--- src/rtl/room_occupancy_tracker_if.sv ---
`default_nettype none
// ============================================================================
// Module   : room_occupancy_tracker_if
// Purpose  : Command/event inputs and count/flag outputs of the occupancy
//            tracker, bundled with master (driver) and slave (tracker) views.
// Revision : 1.0  initial release
// ============================================================================
interface room_occupancy_tracker_if #(
  parameter int NUM_ROOMS    = 4,
  parameter int DIGITS       = 2,
  parameter int TOTAL_DIGITS = 3
);
  logic [7:0]                    Selector;
  logic [3:0]                    RoomSel;
  logic                          Increment;
  logic                          ClearAll;
  logic [NUM_ROOMS*DIGITS*4-1:0] RoomCount;
  logic [TOTAL_DIGITS*4-1:0]     TotalCount;
  logic [NUM_ROOMS-1:0]          Full;
  logic [NUM_ROOMS-1:0]          Empty;
  logic                          Accept;
  logic                          Reject;

  modport master (
    output Selector, RoomSel, Increment, ClearAll,
    input  RoomCount, TotalCount, Full, Empty, Accept, Reject
  );

  modport slave (
    input  Selector, RoomSel, Increment, ClearAll,
    output RoomCount, TotalCount, Full, Empty, Accept, Reject
  );
endinterface
`default_nettype wire

--- src/rtl/room_occupancy_tracker.sv ---
`default_nettype none
// ============================================================================
// Module   : room_occupancy_tracker
// Purpose  : Saturating per-room BCD head-counts plus a BCD building total,
//            updated by synchronised, edge-detected entry/exit strobes.
// Revision : 1.0  initial release
// ============================================================================
module room_occupancy_tracker #(
  parameter int         NUM_ROOMS    = 4,
  parameter int         DIGITS       = 2,
  parameter int         CAPACITY     = 40,
  parameter int         TOTAL_DIGITS = 3,
  parameter logic [7:0] ADD_CODE     = 8'd4,
  parameter logic [7:0] REMOVE_CODE  = 8'd20
) (
  input  wire logic                    Clock,
  input  wire logic                    ResetN,
  room_occupancy_tracker_if.slave      bus
);

  localparam int c_CW = DIGITS * 4;
  localparam int c_TW = TOTAL_DIGITS * 4;
  localparam int c_MD = (DIGITS > TOTAL_DIGITS) ? DIGITS : TOTAL_DIGITS;
  localparam int c_MW = c_MD * 4;

  // Decimal to packed BCD, used once to build the capacity comparand
  function automatic logic [c_CW-1:0] to_bcd(input int v);
    logic [c_CW-1:0] res;
    int              t;
    res = '0;
    t   = v;
    for (int d = 0; d < DIGITS; d++) begin
      res[d*4 +: 4] = 4'(t % 10);
      t             = t / 10;
    end
    return res;
  endfunction

  // One BCD step (+1 or -1) with per-digit carry/borrow ripple; callers
  // guarantee the value never leaves its legal range, so no wrap occurs
  function automatic logic [c_MW-1:0] bcd_step(input logic [c_MW-1:0] v,
                                               input logic            dec);
    logic [c_MW-1:0] res;
    logic            cy;
    res = v;
    cy  = 1'b1;
    for (int d = 0; d < c_MD; d++) begin
      if (cy) begin
        if (!dec) begin
          if (v[d*4 +: 4] == 4'd9) begin
            res[d*4 +: 4] = 4'd0;
          end else begin
            res[d*4 +: 4] = v[d*4 +: 4] + 4'd1;
            cy            = 1'b0;
          end
        end else begin
          if (v[d*4 +: 4] == 4'd0) begin
            res[d*4 +: 4] = 4'd9;
          end else begin
            res[d*4 +: 4] = v[d*4 +: 4] - 4'd1;
            cy            = 1'b0;
          end
        end
      end
    end
    return res;
  endfunction

  localparam logic [c_CW-1:0] c_CAP_BCD = to_bcd(CAPACITY);

  logic            r_s1, r_s2, r_s3;
  logic [c_CW-1:0] r_count [NUM_ROOMS];
  logic [c_TW-1:0] r_total;
  logic            r_accept, r_reject;

  logic            w_evt;
  logic [c_CW-1:0] w_sel_count;
  logic            w_room_ok;
  logic            w_is_add, w_is_rem;
  logic            w_do_add, w_do_rem, w_rej;

  assign w_evt = r_s2 & ~r_s3;

  // Select the addressed room's count; out-of-range rooms read as zero
  always_comb begin
    w_sel_count = '0;
    for (int r = 0; r < NUM_ROOMS; r++) begin
      if (bus.RoomSel == 4'(r)) w_sel_count = r_count[r];
    end
  end

  assign w_room_ok = ({1'b0, bus.RoomSel} < 5'(NUM_ROOMS));
  assign w_is_add  = (bus.Selector == ADD_CODE);
  assign w_is_rem  = (bus.Selector == REMOVE_CODE);
  // Counts never exceed capacity, so "not equal to capacity" means "below it"
  assign w_do_add  = w_evt & w_is_add & w_room_ok & (w_sel_count != c_CAP_BCD);
  assign w_do_rem  = w_evt & w_is_rem & w_room_ok & (w_sel_count != '0);
  assign w_rej     = w_evt & ((w_is_add & ~w_do_add) | (w_is_rem & ~w_do_rem));

  // Synchroniser, event application, clear and Accept/Reject pulses
  always_ff @(posedge Clock or negedge ResetN) begin
    if (!ResetN) begin
      r_s1     <= 1'b0;
      r_s2     <= 1'b0;
      r_s3     <= 1'b0;
      r_total  <= '0;
      r_accept <= 1'b0;
      r_reject <= 1'b0;
      for (int r = 0; r < NUM_ROOMS; r++) r_count[r] <= '0;
    end else begin
      r_s1     <= bus.Increment;
      r_s2     <= r_s1;
      r_s3     <= r_s2;
      r_accept <= 1'b0;
      r_reject <= 1'b0;
      if (bus.ClearAll) begin
        // Clear wins; a coincident event is consumed silently
        r_total <= '0;
        for (int r = 0; r < NUM_ROOMS; r++) r_count[r] <= '0;
      end else if (w_do_add | w_do_rem) begin
        for (int r = 0; r < NUM_ROOMS; r++) begin
          if (bus.RoomSel == 4'(r)) begin
            r_count[r] <= c_CW'(bcd_step(c_MW'(r_count[r]), w_do_rem));
          end
        end
        r_total  <= c_TW'(bcd_step(c_MW'(r_total), w_do_rem));
        r_accept <= 1'b1;
      end else if (w_rej) begin
        r_reject <= 1'b1;
      end
    end
  end

  generate
    for (genvar g = 0; g < NUM_ROOMS; g++) begin : g_room
      assign bus.RoomCount[g*c_CW +: c_CW] = r_count[g];
      assign bus.Full[g]                   = (r_count[g] == c_CAP_BCD);
      assign bus.Empty[g]                  = (r_count[g] == '0);
    end
  endgenerate

  assign bus.TotalCount = r_total;
  assign bus.Accept     = r_accept;
  assign bus.Reject     = r_reject;

endmodule
`default_nettype wire

--- src/flat_wrapper.sv ---
// flat-port wrapper written by rule: the top's interface ports become plain ports
module room_occupancy_tracker_flat 
#(
  parameter int         NUM_ROOMS    = 4,
  parameter int         DIGITS       = 2,
  parameter int         CAPACITY     = 40,
  parameter int         TOTAL_DIGITS = 3,
  parameter logic [7:0] ADD_CODE     = 8'd4,
  parameter logic [7:0] REMOVE_CODE  = 8'd20
)
  (Clock, ResetN, bus_Selector, bus_RoomSel, bus_Increment, bus_ClearAll, bus_RoomCount, bus_TotalCount, bus_Full, bus_Empty, bus_Accept, bus_Reject);
  room_occupancy_tracker_if #(.NUM_ROOMS(NUM_ROOMS), .DIGITS(DIGITS), .TOTAL_DIGITS(TOTAL_DIGITS)) bus_i ();
  input  wire logic Clock;
  input  wire logic ResetN;
  input wire logic [$bits(bus_i.Selector)-1:0] bus_Selector;
  input wire logic [$bits(bus_i.RoomSel)-1:0] bus_RoomSel;
  input wire logic [$bits(bus_i.Increment)-1:0] bus_Increment;
  input wire logic [$bits(bus_i.ClearAll)-1:0] bus_ClearAll;
  output wire logic [$bits(bus_i.RoomCount)-1:0] bus_RoomCount;
  output wire logic [$bits(bus_i.TotalCount)-1:0] bus_TotalCount;
  output wire logic [$bits(bus_i.Full)-1:0] bus_Full;
  output wire logic [$bits(bus_i.Empty)-1:0] bus_Empty;
  output wire logic [$bits(bus_i.Accept)-1:0] bus_Accept;
  output wire logic [$bits(bus_i.Reject)-1:0] bus_Reject;
  assign bus_i.Selector = bus_Selector;
  assign bus_i.RoomSel = bus_RoomSel;
  assign bus_i.Increment = bus_Increment;
  assign bus_i.ClearAll = bus_ClearAll;
  assign bus_RoomCount = bus_i.RoomCount;
  assign bus_TotalCount = bus_i.TotalCount;
  assign bus_Full = bus_i.Full;
  assign bus_Empty = bus_i.Empty;
  assign bus_Accept = bus_i.Accept;
  assign bus_Reject = bus_i.Reject;
  room_occupancy_tracker #(.NUM_ROOMS(NUM_ROOMS), .DIGITS(DIGITS), .CAPACITY(CAPACITY), .TOTAL_DIGITS(TOTAL_DIGITS), .ADD_CODE(ADD_CODE), .REMOVE_CODE(REMOVE_CODE)) u_core (.Clock(Clock), .ResetN(ResetN), .bus(bus_i));
endmodule
--- config.mk ---
export PLATFORM = sky130hd
export DESIGN_NAME = room_occupancy_tracker_flat
export DESIGN_NICKNAME = d
export VERILOG_FILES = /design/src/rtl/room_occupancy_tracker_if.sv /design/src/rtl/room_occupancy_tracker.sv /design/src/flat_wrapper.sv
export SDC_FILE = /design/constraint.sdc
export NUM_CORES = 1
export LEC_CHECK = 0
export CAP_MARGIN = 5
export CORE_MARGIN = 2
export CORE_UTILIZATION = 51
export DETAILED_ROUTE_END_ITERATION = 8
export DONT_BUFFER_PORTS = 1
export PLACE_DENSITY_LB_ADDON = 0.1
export SYNTH_ARGS = -nofsm -noshare
export SYNTH_HDL_FRONTEND = slang
export SYNTH_SLANG_ARGS = --single-unit
--- constraint.sdc ---
create_clock -name Clock -period 3.5 [get_ports Clock]
set_input_delay 0.875 -clock Clock [delete_from_list [all_inputs] [get_ports Clock]]
set_output_delay 0.875 -clock Clock [all_outputs]
set_load 0.05 [all_outputs]
* Word level (Yosys, flattened, before mapping)
Index checks and enable logic that the tools add are counted.
** Cells by class
- Divide/modulo/power cells :: 0
- Equality and inequality tests :: 21
- Reductions and logical operators :: 38
- Magnitude comparators :: 1
- Bitwise operators :: 15
- Mux-type cells :: 91
- $mul :: 0
- Shifts and indexed selects :: 0
- $add $sub $neg :: 22
** Operators by type and width (number)
- $mux 4 :: 39
- $mux 32 :: 2
- $mux 8 :: 8
- $logic_not 4->1 :: 12
- $add 4x1->4 const B :: 11
- $eq 4x4->1 const B :: 11
- $sub 4x1->4 const B :: 11
- $mux 1 :: 40
- $eq 8x7->1 const B :: 4
- $logic_not 8->1 :: 4
- $mux 12 :: 2
- $reduce_bool 2->1 :: 11
- $reduce_and 2->1 :: 6
- $reduce_and 3->1 :: 4
- $and 1x1->1 :: 10
- $eq 4x2->1 const B :: 2
- $eq 8x3->1 const B :: 1
- $eq 8x5->1 const B :: 1
- $ne 8x7->1 const B :: 1
- $reduce_bool 8->1 :: 1
- $eq 4x1->1 const B :: 1
- $lt 4x3->1 const B :: 1
- $not 1->1 :: 3
- $or 1x1->1 :: 2
** Word-level totals
- Output and inout port bits :: 54
- RAM bits :: 0
- Input bits :: 16
- Register bits after elaboration :: 49
- Latch bits :: 0
- Memories :: 0
- Memory bits (read-only) :: 0

* Depth between registers and ports, before layout
Gate-level depths: netlist of the first run.
- Word-level depth :: 16
- Depth in mapped cells :: 11
- Gate-level depth less buffers :: 9

* Worst setup path before layout of the first run
No wires, ideal clock.
- Path kind :: reg-to-output
- Start point :: reg u_core.r_count, in the netlist u_core.bus.RoomCount[20]
- End point :: out bus_Empty[2]
- Arrival :: 2.186 ns
- Data required time :: 2.625 ns
- Cell stages (with the launch flop) :: 5
- Slack :: 0.439 ns
- Path buffers :: 0
- Path through :: dfrtp_1 inv_1 ha_1 or3b_2 nor2_1
** Between the ends
- Cells in the longest elaborated chain, start to end :: 1
** Ends and longest elaborated chain
- start, declared :: RTL line room_occupancy_tracker.sv:72 : logic [c_CW-1:0] r_count [NUM_ROOMS];
- start signal, assigned by index :: RTL line room_occupancy_tracker.sv:123 : r_count[r] <= c_CW'(bcd_step(c_MW'(r_count[r]), w_do_rem));
- $logic_not 8->1 :: RTL line room_occupancy_tracker.sv:138 : assign bus.Empty[g] = (r_count[g] == '0);
- end, declared :: RTL line flat_wrapper.sv:22 : output wire logic [$bits(bus_i.Empty)-1:0] bus_Empty;
No other way between the ends.

* Worst setup path in the final report of the first run
- Start point :: reg u_core.r_count, in the netlist u_core.bus.RoomCount[1]
- End point :: out bus_Full[0]
** Between the ends
- Cells in the longest elaborated chain, start to end :: 1
** Ends and longest elaborated chain
- $eq 8x7->1 :: RTL line room_occupancy_tracker.sv:137 : assign bus.Full[g] = (r_count[g] == c_CAP_BCD);
- end, declared :: RTL line flat_wrapper.sv:21 : output wire logic [$bits(bus_i.Full)-1:0] bus_Full;
No other way between the ends.

==> flow_summary.json, run 1 <==
{
  "clock_sinks": 49,
  "fmax_ghz": 0.312,
  "gp_congestion": 0.942,
  "area_growth_pct": 9.57,
  "slew-limit-headroom": 0.528,
  "seq_power_share": 0.592,
  "p_switching_w": 0.000238,
  "dp_hpwl_um": 9890,
  "path_clk_slew_ns": 0.11,
  "tightest_slew_ns": 0.708,
  "grt_use_total": 0.275,
  "async_reset_ff_frac": 1.00,
  "clk_latency_ns": 0.32,
  "dr.first_iter.drc_count": 336,
  "clock_skew_ns": 0.0108,
  "path_class": "reg -> out",
  "synth_cell_types": 73,
  "final_common_cell": "nor2_1",
  "grt_max_degree": 50,
  "max_cap_violations": 0,
  "syn-instance-count": 592,
  "via_count": 4647,
  "cp_slowest_stage_delay_ns": 0.61,
  "clockBufferDepth": 2,
  "cp_slowest_cell": "dfrtp_1",
  "wl_per_cell_um": 18.6,
  "status": "completed",
  "setup_viol": 0,
  "die-area_sq_um": 10000,
  "fin_setup_tns_ns": 0,
  "synth.yosys.seq_area_share": 0.260,
  "routed_wl_um": 13500,
  "ioPinCount": 70,
  "postCtsHoldBufs": 0,
  "critPathCaptureType": "output port",
  "grt_antenna_before_repair": 0,
  "netlist_area_sq_um": 4710,
  "grt_first_pass_wirelength_um": 22100,
  "path_cells": "inv_1 -> ha_1 -> or3b_2 -> nor2_1 -> buf_4",
  "final_cell_mix": "nor2_1 (79), buf_4 (52), dfrtp_1 (49)",
  "fill_cells": 830,
  "p_clk_frac": 0.379,
  "drc": 0,
  "row_count": 35,
  "nets": 665,
  "drive_gt1_frac": 0.135,
  "layout.area.seq_sq_um": 1230,
  "synth-seq-cells": 49,
  "diodes": 0,
  "min_period_over_period": 0.915,
  "cts_setup_buffers": 0,
  "cp_max_fo": 6,
  "drtAntennaViolNets": 0,
  "required_ns": 2.62,
  "finalCriticalPeriod_ns": 3.20,
  "numCtsBuffers": 5,
  "die_w_um": 100,
  "p_leak_nw": 2.16,
  "synth_edf_count": 0,
  "grt_pass1_vias": 4289,
  "first_pass_iters": 5,
  "start_util": 0.517,
  "fin_ws_ns": 0.298,
  "irDropWorstVdd_v": 0.000163,
  "cts_resized": 0,
  "avgSynthCellArea_sq_um": 7.95,
  "multi_input_area_sq_um": 3200,
  "cellPowerDensity_nw_per_um2": 186,
  "port_buffers": 0,
  "swShare": 0.248,
  "drv_slew": 0,
  "root_buffer": "clkbuf_8",
  "overflow": 0,
  "p_int_w": 0.000721,
  "coreArea_sq_um": 9110,
  "ys_warn_count": 0,
  "cp-start-kind": "register",
  "finalHoldViolations": 0,
  "die_y_um": 100,
  "synth-main-ff-cell": "dfrtp_1",
  "via_per_inst": 6.40,
  "power_frac_comb": 0.029,
  "preCtsSetupSlack_ns": 0.252,
  "synth_nets": 643,
  "h-tree-depth": 2,
  "fin_util": 0.566,
  "stdcell_count": 726,
  "hp-class": "in -> async",
  "placed_cells": 718,
  "hold_ws_ns": 0.237,
  "rsz0062_at_grt": "no",
  "arrival_ns": 2.33,
  "tritoncts": "built"
}
## worst paths after layout
check	startpoint	end	slack, ns	cells after the start
min in group Clock	u_core.r_s1	u_core.r_s2	0.36	0
hold reg to reg	u_core.r_s1	u_core.r_s2	0.36	0
max in group asynchronous	ResetN	u_core.bus.RoomCount[7]	3.15	0
hold / removal	ResetN	u_core.bus.TotalCount[3]	0.24	0
setup reg to reg	u_core.bus.RoomCount[25]	u_core.bus.RoomCount[6]	0.53	7
setup / recovery	u_core.bus.RoomCount[1]	bus_Full[0]	0.30	5
## registers in the layout (all words and copies together), names as in the netlist
signal / cells
u_core.r_s1: 1
u_core.bus.Accept: 1
u_core.bus.RoomCount: 32
u_core.r_s2: 1
u_core.r_s3: 1
u_core.bus.TotalCount: 12
u_core.bus.Reject: 1
## layer usage
layer / vias to the layer above / track usage / wire length [um]
met5: - / 0 / 0
met4: 0 / 0.0653 / 188
met3: 17 / 0.0404 / 825
met2: 184 / 0.456 / 6400
met1: 2239 / 0.380 / 6120
li1: 2207 / - / -
## area by class of cell
type,instances,area share
clock inverters,3,0.00437
multi-input cells,476,0.620
inverters,30,0.0218
well taps,111,0.0269
repair buffers,52,0.0757
flip-flops and latches,49,0.238
clock buffers,5,0.0133
## cell families (layout without fill, tap and decap cells)
| group | count (synthesis) | count (layout) | synth area share |
|---|---|---|---|
| xor+xnor | 12 | 12 | 0.0263 |
| compound gates | 187 | 187 | 0.287 |
| fa+ha+maj | 35 | 35 | 0.0930 |
| simple gates | 228 | 228 | 0.239 |
| flops | 49 | 49 | 0.261 |
| buf+inv | 67 | 90 | 0.0609 |
| mux | 14 | 14 | 0.0332 |
## metrics by stage
| stage | instance area (sq um) | total power (W) |
|---|---|---|
| 5_1_grt | 5160 | 0.000987 |
| 6_report | 5160 | 0.000959 |
| 3_5_place_dp | 5070 | 0.000607 |
| 4_1_cts | 5160 | 0.000961 |
| 2_1_floorplan | 4710 | 0.000609 |
| 3_3_place_gp | 5070 | 0.000606 |
## cells in the mapped netlist (all sizes together) (6+ instances only)
cell type / instances / area share
a211o: 9 / 0.017
a211oi: 18 / 0.031
a21oi: 39 / 0.041
and3: 12 / 0.016
buf: 11 / 0.016
clkbuf: 26 / 0.021
dfrtp: 49 / 0.26
ha: 35 / 0.093
inv: 29 / 0.023
mux2i: 10 / 0.021
nand2: 48 / 0.039
nand2b: 12 / 0.016
nand3: 18 / 0.019
nand3b: 11 / 0.018
nor2: 79 / 0.063
nor2b: 7 / 0.0093
nor3: 11 / 0.012
nor4: 6 / 0.0080
o211ai: 11 / 0.019
o21a: 8 / 0.014
o21ai: 36 / 0.040
o32ai: 8 / 0.015
xnor2: 10 / 0.023
## worst max-delay path, delay by kind of cell, from the launching register on
family / cells / cell delay (ns)
simple gates: 2 / 0.72
fa+ha+maj: 1 / 0.25
flops: 1 / 0.61
buf+inv: 2 / 0.43
## power groups by stage
stage               Clock [W]  Sequential (W)  Combinational, W
global route         0.000389        0.000568         0.0000300
CTS                  0.000365        0.000568         0.0000275
finish               0.000363        0.000568         0.0000281
global placement            0        0.000579         0.0000271
floorplan                   0        0.000579         0.0000300
detailed placement          0        0.000579         0.0000274
Note: power is estimated with default switching activity, not from simulation.
==> run 2, diff against run 1 <==
--- a/config.mk
+++ b/config.mk
@@ -9,7 +9,6 @@
 export CORE_MARGIN = 2
 export CORE_UTILIZATION = 51
 export DETAILED_ROUTE_END_ITERATION = 8
-export DONT_BUFFER_PORTS = 1
 export PLACE_DENSITY_LB_ADDON = 0.1
 export SYNTH_ARGS = -nofsm -noshare
 export SYNTH_HDL_FRONTEND = slang
==> constraint.sdc (replaced) <==
create_clock -name Clock -period 3.4 [get_ports Clock]
set_input_delay 0.85 -clock Clock [delete_from_list [all_inputs] [get_ports Clock]]
set_output_delay 0.85 -clock Clock [all_outputs]
set_load 0.05 [all_outputs]
==> flow_summary.json, run 2 (synthesized netlist as in run 1, its figures left out) <==
{
  "setup_viol": 0,
  "h-tree-depth": 2,
  "whs_path_depth": 0,
  "root_buffer": "clkbuf_8",
  "routed_wl_um": 13900,
  "seq_power_share": 0.493,
  "dp_hpwl_um": 10600,
  "drive_gt1_frac": 0.157,
  "reg2regPathDepth": 7,
  "drtAntennaViolNets": 0,
  "nets": 751,
  "grt_first_pass_wirelength_um": 22800,
  "cellPowerDensity_nw_per_um2": 196,
  "clock_skew_ns": 0.00543,
  "start_util": 0.517,
  "numCtsBuffers": 5,
  "row_count": 35,
  "p_clk_frac": 0.433,
  "p_int_w": 0.000915,
  "coreArea_sq_um": 9110,
  "final_common_cell": "nor2_1",
  "regToRegEndpoint": "u_core.bus.RoomCount[4]",
  "regToRegSetupSlack_ns": 0.44,
  "drv_slew": 0,
  "clockBufferDepth": 2,
  "port_buffers": 69,
  "path_class": "reg -> out",
  "ioPinCount": 70,
  "overflow": 0,
  "clock_sinks": 49,
  "p_leak_nw": 2.52,
  "hp-class": "reg -> reg",
  "min_period_over_period": 0.963,
  "grt_antenna_before_repair": 0,
  "power_frac_comb": 0.074,
  "slew-limit-headroom": 0.586,
  "first_pass_iters": 5,
  "postCtsHoldBufs": 0,
  "p_switching_w": 0.000270,
  "fmax_ghz": 0.305,
  "wl_per_cell_um": 17.1,
  "drc": 0,
  "status": "completed",
  "gp_congestion": 0.896,
  "via_count": 4937,
  "fin_setup_tns_ns": 0,
  "die_y_um": 100,
  "swShare": 0.228,
  "critPathCaptureType": "output port",
  "clk_latency_ns": 0.32,
  "tritoncts": "built",
  "tightest_slew_ns": 0.615,
  "arrival_ns": 2.42,
  "irDropWorstVdd_v": 0.000158,
  "grt_use_total": 0.282,
  "cp_max_fo": 7,
  "r2r_start": "u_core.bus.RoomCount[12]",
  "die-area_sq_um": 10000,
  "finalCriticalPeriod_ns": 3.27,
  "finalHoldViolations": 0,
  "final_cell_mix": "nor2_1 (79), buf_4 (73), clkdlybuf4s50_1 (61)",
  "rsz0062_at_grt": "no",
  "via_per_inst": 6.08,
  "grt_max_degree": 32,
  "path_clk_slew_ns": 0.10,
  "whs_endpoint": "u_core.r_s2",
  "largest_reg_flops": 32,
  "dr.first_iter.drc_count": 284,
  "diodes": 0,
  "area_growth_pct": 28.4,
  "die_w_um": 100,
  "max_cap_violations": 0,
  "required_ns": 2.55,
  "worstHoldStart": "u_core.r_s1",
  "cp-start-kind": "register",
  "hold_ws_ns": 0.357,
  "fill_cells": 782,
  "grt_pass1_vias": 4693
}
run 2: cell count changes in the layout (fill, tap and decap cells not counted), sizes merged:
cell / change
buf: +24
bufinv: +2
clkdlybuf4s50: +61
clkinv: -2
dlymetal6s2s: +1
run 2: worst max path at each step:
stage                        startpoint                        to  depth (start not counted)
2_1_floorplan  u_core.bus.RoomCount[20]              bus_Empty[2]                          4
3_3_place_gp             bus_RoomSel[0]  u_core.bus.TotalCount[1]                         10
3_5_place_dp             bus_RoomSel[0]  u_core.bus.TotalCount[1]                         10
4_1_cts                  bus_RoomSel[0]  u_core.bus.TotalCount[1]                         10
5_1_grt                  bus_RoomSel[2]  u_core.bus.RoomCount[21]                         10
6_report        u_core.bus.RoomCount[8]               bus_Full[1]                          5
run 2: metal layers:
| metal | share of wire | up-vias | wire, um | global-route usage |
|---|---|---|---|---|
| met1 | 0.46 | 2359 | 6390 | 0.378 |
| met3 | 0.060 | 20 | 827 | 0.0376 |
| met4 | 0.015 | 0 | 210 | 0.0822 |
| met2 | 0.47 | 173 | 6460 | 0.477 |
| met5 | 0 | - | 0 | 0 |
| li1 | - | 2385 | - | - |
run 2: cell type report:
| type | count | area, sq um | area share |
|---|---|---|---|
| multi-input cells | 476 | 3210 | 0.532 |
| flip-flops and latches | 49 | 1230 | 0.203 |
| repair buffers | 138 | 1220 | 0.201 |
| well taps | 111 | 139 | 0.0230 |
| inverters | 30 | 113 | 0.0186 |
| clock buffers | 5 | 68.8 | 0.0114 |
| clock inverters | 3 | 65.1 | 0.0108 |
run 2: power groups by stage:
stage,logic [W],clock network (W),registers (W)
after floorplan,0.0000309,0,0.000596
after CTS,0.0000878,0.000519,0.000585
final,0.0000877,0.000513,0.000585
after global routing,0.0000961,0.000545,0.000585
after detailed placement,0.0000874,0,0.000596
after global placement,0.0000855,0,0.000596
run 2: through the flow:
stage / cell area (sq um) / total power [W] / worst slack [ns] / cells / util
6_report: 6040 / 0.00119 / 0.126 / 812 / 0.663
5_1_grt: 6040 / 0.00123 / 0.00104 / 812 / 0.663
4_1_cts: 6020 / 0.00119 / 0.0269 / 812 / 0.661
3_5_place_dp: 5890 / 0.000684 / -0.284 / 804 / 0.646
3_3_place_gp: 5890 / 0.000682 / -0.203 / 804 / 0.646
2_1_floorplan: 4710 / 0.000627 / 0.364 / 592 / -
run 2: repair_timing:
| action | 4_1_cts | 5_1_grt |
|---|---|---|
| resized for setup | 0 | 6 |
| setup buffers | 0 | 0 |
| endpoints found under the setup margin | 0 | 22 |
run 2: worst max-delay path: stages, from the launching register on:
cell and delay [ns]:
dfrtp_1 0.47, inv_1 0.16, ha_1 0.26, and2_1 0.21
and4b_1 0.21, clkdlybuf4s50_1 0.80
==> run 3, diff against run 2 <==
--- a/config.mk
+++ b/config.mk
@@ -9,6 +9,7 @@
 export CORE_MARGIN = 2
 export CORE_UTILIZATION = 51
 export DETAILED_ROUTE_END_ITERATION = 8
+export GPL_TIMING_DRIVEN = 1
 export PLACE_DENSITY_LB_ADDON = 0.1
 export SYNTH_ARGS = -nofsm -noshare
 export SYNTH_HDL_FRONTEND = slang
==> results of run 3 <==
The final DEF is identical to that of run 2; final timing and power are the same.
